$ cat src/rtl/fetch_unit.sv
`default_nettype none
// ============================================================================
//  Module      : fetch_unit
//  Description : Instruction-fetch stage. Holds the PC, fetches one 16-bit
//                word per instruction over an imem req/ack handshake, issues
//                it to control, resolves beq/bne branches, and detects the
//                halt opcode and memory-response timeout.
//  Revision    : 1.0 - initial release
// ============================================================================
module fetch_unit #(
  parameter logic [15:0] RESET_PC    = 16'h0000,
  parameter logic [3:0]  HALT_OPCODE = 4'hF,
  parameter int          MAX_WAIT    = 15
) (
  input  logic        clk,
  input  logic        reset,
  output logic        imem_req,
  output logic [15:0] imem_addr,
  input  logic        imem_ack,
  input  logic [15:0] imem_rdata,
  output logic [15:0] instr,
  output logic [3:0]  opcode,
  output logic        instr_valid,
  input  logic        stall,
  input  logic        branch,
  input  logic        alu_zero,
  output logic [15:0] pc,
  output logic [15:0] pc_plus1,
  output logic        halted,
  output logic        fetch_err
);

  typedef enum logic [1:0] {
    S_IDLE  = 2'd0,
    S_FETCH = 2'd1,
    S_ISSUE = 2'd2,
    S_HALT  = 2'd3
  } state_t;

  localparam logic [3:0] c_OP_BEQ    = 4'b0101;
  localparam logic [3:0] c_OP_BNE    = 4'b0110;
  // Counter value at which the current miss is the MAX_WAIT-th one
  localparam logic [7:0] c_WAIT_LAST = 8'(MAX_WAIT - 1);

  state_t      state_q, state_d;
  logic [15:0] pc_q, pc_d;
  logic [15:0] instr_q, instr_d;
  logic [7:0]  wait_cnt_q, wait_cnt_d;
  logic        halted_q, halted_d;
  logic        fetch_err_q, fetch_err_d;

  logic        w_taken;
  logic [15:0] w_pc_plus1;
  logic [15:0] w_branch_tgt;
  logic [15:0] w_next_pc;

  // Branch resolution: beq on zero, bne on non-zero; any other opcode falls through
  always_comb begin
    w_pc_plus1   = pc_q + 16'd1;
    w_branch_tgt = w_pc_plus1 + {{10{instr_q[5]}}, instr_q[5:0]};
    w_taken      = branch & (((instr_q[15:12] == c_OP_BEQ) & alu_zero) |
                             ((instr_q[15:12] == c_OP_BNE) & ~alu_zero));
    w_next_pc    = w_taken ? w_branch_tgt : w_pc_plus1;
  end

  // State and datapath registers; reset aborts any outstanding request at once
  always_ff @(posedge clk or posedge reset) begin
    if (reset) begin
      state_q     <= S_IDLE;
      pc_q        <= RESET_PC;
      instr_q     <= 16'h0000;
      wait_cnt_q  <= 8'd0;
      halted_q    <= 1'b0;
      fetch_err_q <= 1'b0;
    end else begin
      state_q     <= state_d;
      pc_q        <= pc_d;
      instr_q     <= instr_d;
      wait_cnt_q  <= wait_cnt_d;
      halted_q    <= halted_d;
      fetch_err_q <= fetch_err_d;
    end
  end

  // Next-state logic: fetch handshake with timeout, issue with stall/halt/branch
  always_comb begin
    state_d     = state_q;
    pc_d        = pc_q;
    instr_d     = instr_q;
    wait_cnt_d  = wait_cnt_q;
    halted_d    = halted_q;
    fetch_err_d = fetch_err_q;

    case (state_q)
      S_IDLE: begin
        state_d = S_FETCH;
      end
      S_FETCH: begin
        if (imem_ack) begin
          instr_d    = imem_rdata;
          wait_cnt_d = 8'd0;
          state_d    = S_ISSUE;
        end else if (wait_cnt_q == c_WAIT_LAST) begin
          wait_cnt_d  = wait_cnt_q + 8'd1;
          fetch_err_d = 1'b1;
          halted_d    = 1'b1;
          state_d     = S_HALT;
        end else begin
          wait_cnt_d = wait_cnt_q + 8'd1;
        end
      end
      S_ISSUE: begin
        if (!stall) begin
          if (instr_q[15:12] == HALT_OPCODE) begin
            pc_d     = w_pc_plus1;
            halted_d = 1'b1;
            state_d  = S_HALT;
          end else begin
            pc_d    = w_next_pc;
            state_d = S_FETCH;
          end
        end
      end
      default: begin
        state_d = S_HALT;
      end
    endcase
  end

  assign imem_req    = (state_q == S_FETCH);
  assign imem_addr   = pc_q;
  assign instr       = instr_q;
  assign opcode      = instr_q[15:12];
  assign instr_valid = (state_q == S_ISSUE);
  assign pc          = pc_q;
  assign pc_plus1    = w_pc_plus1;
  assign halted      = halted_q;
  assign fetch_err   = fetch_err_q;

endmodule
`default_nettype wire

$ cat config.mk
export PLATFORM = sky130hd
export DESIGN_NAME = fetch_unit
export DESIGN_NICKNAME = d
export VERILOG_FILES = /design/src/rtl/fetch_unit.sv
export SDC_FILE = /design/constraint.sdc
export NUM_CORES = 1
export LEC_CHECK = 0
export CAP_MARGIN = 0
export CORE_MARGIN = 3
export CORE_UTILIZATION = 55
export CTS_BUF_LIST = sky130_fd_sc_hd__clkbuf_2
export DETAILED_ROUTE_END_ITERATION = 8
export DONT_BUFFER_PORTS = 1
export PLACE_DENSITY = 0.7
export RECOVER_POWER = 100
export SYNTH_ARGS = -nofsm -noshare
export SYNTH_HDL_FRONTEND = slang
export SYNTH_SLANG_ARGS = --single-unit
export TNS_END_PERCENT = 50
$ cat constraint.sdc
create_clock -name clk -period 7.8 [get_ports clk]
set_input_delay 0.39 -clock clk [delete_from_list [all_inputs] [get_ports clk]]
set_output_delay 0.39 -clock clk [all_outputs]
set_load 0.01 [all_outputs]
==> flow_summary_export.csv <==
group,metric,value,unit
clock_tree,cts-root-buf,"clkbuf_2",
synth,netlist.area_leader.share,34.5,%
worst_setup_path,cp.required,8.18,ns
place,post_dp_cell_area,3100,µm²
worst_setup_path,r2r_setup_slack,3.86,ns
clock_tree,cts_tree,"done",
route,postRouteAntennaNets,0,
min_path,hp-start,"stall",
synth,synth-async-reset-ratio,100,%
worst_setup_path,reg2reg_from,"imem_addr[0]",
clock_tree,hold_buffers,2,
route,vias_per_cell,6.23,
place,post-place-ws,4.10,ns
worst_setup_path,end_kind,"register",
worst_setup_path,crit_arrival,4.32,ns
worst_setup_path,cp_slowest_cell,"dfrtp_1",
global_route,antenna_found_initial,0,
synth,synth_edf_count,0,
timing,fmax,0.254,GHz
timing,slew_violations,45,
timing,rsz0062_at_grt,"false",
global_route,overflow,0,
global_route,grt_max_degree,45,
synth,synth_fp_nets,393,
floorplan,io_pins,94,
place,portBuffers,0,
timing,fin_hold_ws,0.0288,ns
cells_and_area,drive_above_1_share,9.64,%
clock_tree,cts_sinks,44,
cells_and_area,diodes,0,
route,drt_iter0_drc,125,
clock_tree,clk-insertion-delay-late,0.44,ns
place,hpwl,5310,µm
floorplan,die_area,6760,µm²
job,drv_cap,1,
worst_setup_path,rr_endpoint,"imem_addr[15]",
pwr,p_per_area,339,nW/µm²
clock_tree,cts_setup_buffers,0,
status,violations,"max-capacitance violations, max-slew violations",
timing,hold_violations,0,
pwr,vdd_drop_max,196,µV
route,vias,2515,
floorplan,row_count,27,
timing,finalCritPeriodShare,50.5,%
timing,max_slew_margin,-58.9,%
cells_and_area,area_growth,-1.76,%
clock_tree,clk_pin_slew,0.27,ns
cells_and_area,nNetsFinal,376,
place,place.gp.congestion,0.872,
pwr,total_power,0.00106,W
worst_setup_path,crit_type,"reg2reg",
timing,worst_pin_slew,2.38,ns
worst_setup_path,crit_path_max_incr_delay,0.63,ns
min_path,hold_end,"state_q[0]",
synth,synth.distinct_cells,52,
timing,tns,0,ns
route,wl,7450,µm
synth,synth_top_cells_by_area,"dfrtp_1 34%, ha_1 8.6%, mux2_2 6.0%",
worst_setup_path,worstRegToRegCells,12,
synth,synth_ff_type,"dfrtp_1",
clock_tree,cts_buffer_depth,2,
cells_and_area,fill_cells,524,
pwr,power.leakage,1.36,nW
floorplan,fp.dieH,82.2,µm
global_route,grt_pass1_wl,11800,µm
clock_tree,cts_buffers,5,
synth,synth_cells,348,
synth,netlist_area,3190,µm²
global_route,grt_pass1_vias,2405,
timing,layout_setup_ws,3.86,ns
min_path,hp-class,"in2reg",
floorplan,die_w,82.2,µm
worst_setup_path,critPathLaunchType,"register",
clock_tree,cts_resized,0,
min_path,hold_path_depth,1,
timing,setup_viol,0,
route,drcViolationCount,0,
worst_setup_path,path_max_fanout,7,
worst_setup_path,crit_chain,"ha_1 > nand3_1 > nor4_1 > and3_1 > xor2_1 > ha_1 > a211oi_1 > nand2_1 > o31ai_1 > xnor2_1 > and3_1 > o31ai_2",
synth,synth_common_cells,"44 x dfrtp_1, 34 x nand2_1, 25 x a21oi_1, 25 x o21ai_0, 23 x nor2_1",
synth,synth_area_leader_cell,"dfrtp_1",
timing,clock_skew,0.0253,ns
global_route,grtUsageTotal,22.9,%
cells_and_area,stdcell_area,3140,µm²
floorplan,initial_utilization,57.3,%
synth,ys_seq_area_share,34.5,%
clock_tree,htree_levels,2,
route,first_pass_iters,4,
route,avgRoutedWirePerCell,18.4,µm
status,status,"finished, violations left",
synth,synth_warnings,0,
timing,period_needed,3.94,ns
floorplan,core-area,5570,µm²
synth,synth_most_common_cell,"dfrtp_1",
synth,syn_area_per_cell,9.18,µm²
synth,ys_seq_elements,44,
-- state kept, by name, summed over array words and instances (netlist names) --
| signal | flops |
|---|---|
| wait_cnt_q | 8 |
| state_q | 2 |
| fetch_err | 1 |
| instr | 16 |
| halted | 1 |
| imem_addr | 16 |
-- layout by cell type (no fill, tap or decap), types with 3 or more instances in the layout --
master,synthesis,final
nand3_1,18,18
xnor2_1,18,18
a211oi_1,3,3
nor2_1,23,23
nand4_1,3,3
and3_1,7,7
nor2b_1,3,3
o31ai_1,3,4
a221o_1,3,3
a21o_1,5,5
inv_1,6,6
xor2_1,9,9
dfrtp_1,44,44
a31oi_1,5,5
o21ai_0,25,26
nand2b_1,3,3
nand2_1,34,34
nor3_1,11,12
a21oi_1,25,26
mux2_2,17,17
clkbuf_2,0,5
ha_1,22,22
-- worst max path at each step --
stage / start / end / slack (ns) / cells past startpoint
finish: imem_addr[0] / imem_addr[15] / 3.86 / 12
global route: imem_addr[1] / imem_addr[15] / 3.54 / 12
CTS: imem_addr[0] / imem_addr[15] / 4.05 / 12
detailed placement: imem_addr[0] / imem_addr[15] / 4.10 / 12
global placement: imem_addr[0] / imem_addr[15] / 4.19 / 12
floorplan: imem_addr[0] / imem_addr[15] / 4.68 / 12
-- layout make-up --
cell class              count  area, µm²  share of cell area, %
repair buffers              5       38.8                   1.24
inverters                   7       26.3                  0.838
clock inverters             3       25.0                  0.798
well taps                  72       90.1                   2.87
clock buffers               5       25.0                  0.798
flip-flops and latches     44       1100                   35.1
multi-input cells         268       1830                   58.4
-- through the flow --
stage / instances / utilization, %
3_5_place_dp: 394 / 55.6
2_1_floorplan: 348 / -
5_1_grt: 404 / 56.3
6_report: 404 / 56.3
4_1_cts: 404 / 56.8
3_3_place_gp: 394 / 55.6
-- power by group --
group	switching, W	leakage [nW]	internal, W
Clock	0.0000867	0.0300	0.0000245
Combinational	0.000287	0.785	0.000234
Sequential	0.000140	0.542	0.000290
-- logic make-up after synthesis --
kind of cell             synth area share, %
AND/OR/NAND/NOR                         17.2
flip-flops                              34.5
XOR/XNOR                                7.41
buffers and inverters                   7.33
adder cells (fa/ha/maj)                 9.25
AO/OA/AOI/OAI                           18.0
multiplexers                            6.31
-- routing by layer --
metal	global-route usage (%)	up-vias	part of all wire, %
met1	28.8	1200	43
met4	5.81	0	0.82
met3	7.59	6	8.6
li1	-	1199	-
met2	37.7	110	48
met5	0	-	0
-- critical path: cells and delay by family, from the launching register on --
kind	cells	cell delay, ns
fa+ha+maj	2	0.59
simple gates	5	1.46
xor+xnor	2	0.46
compound gates	3	0.76
flops	1	0.63
Note: power is estimated with default switching activity, not from simulation.
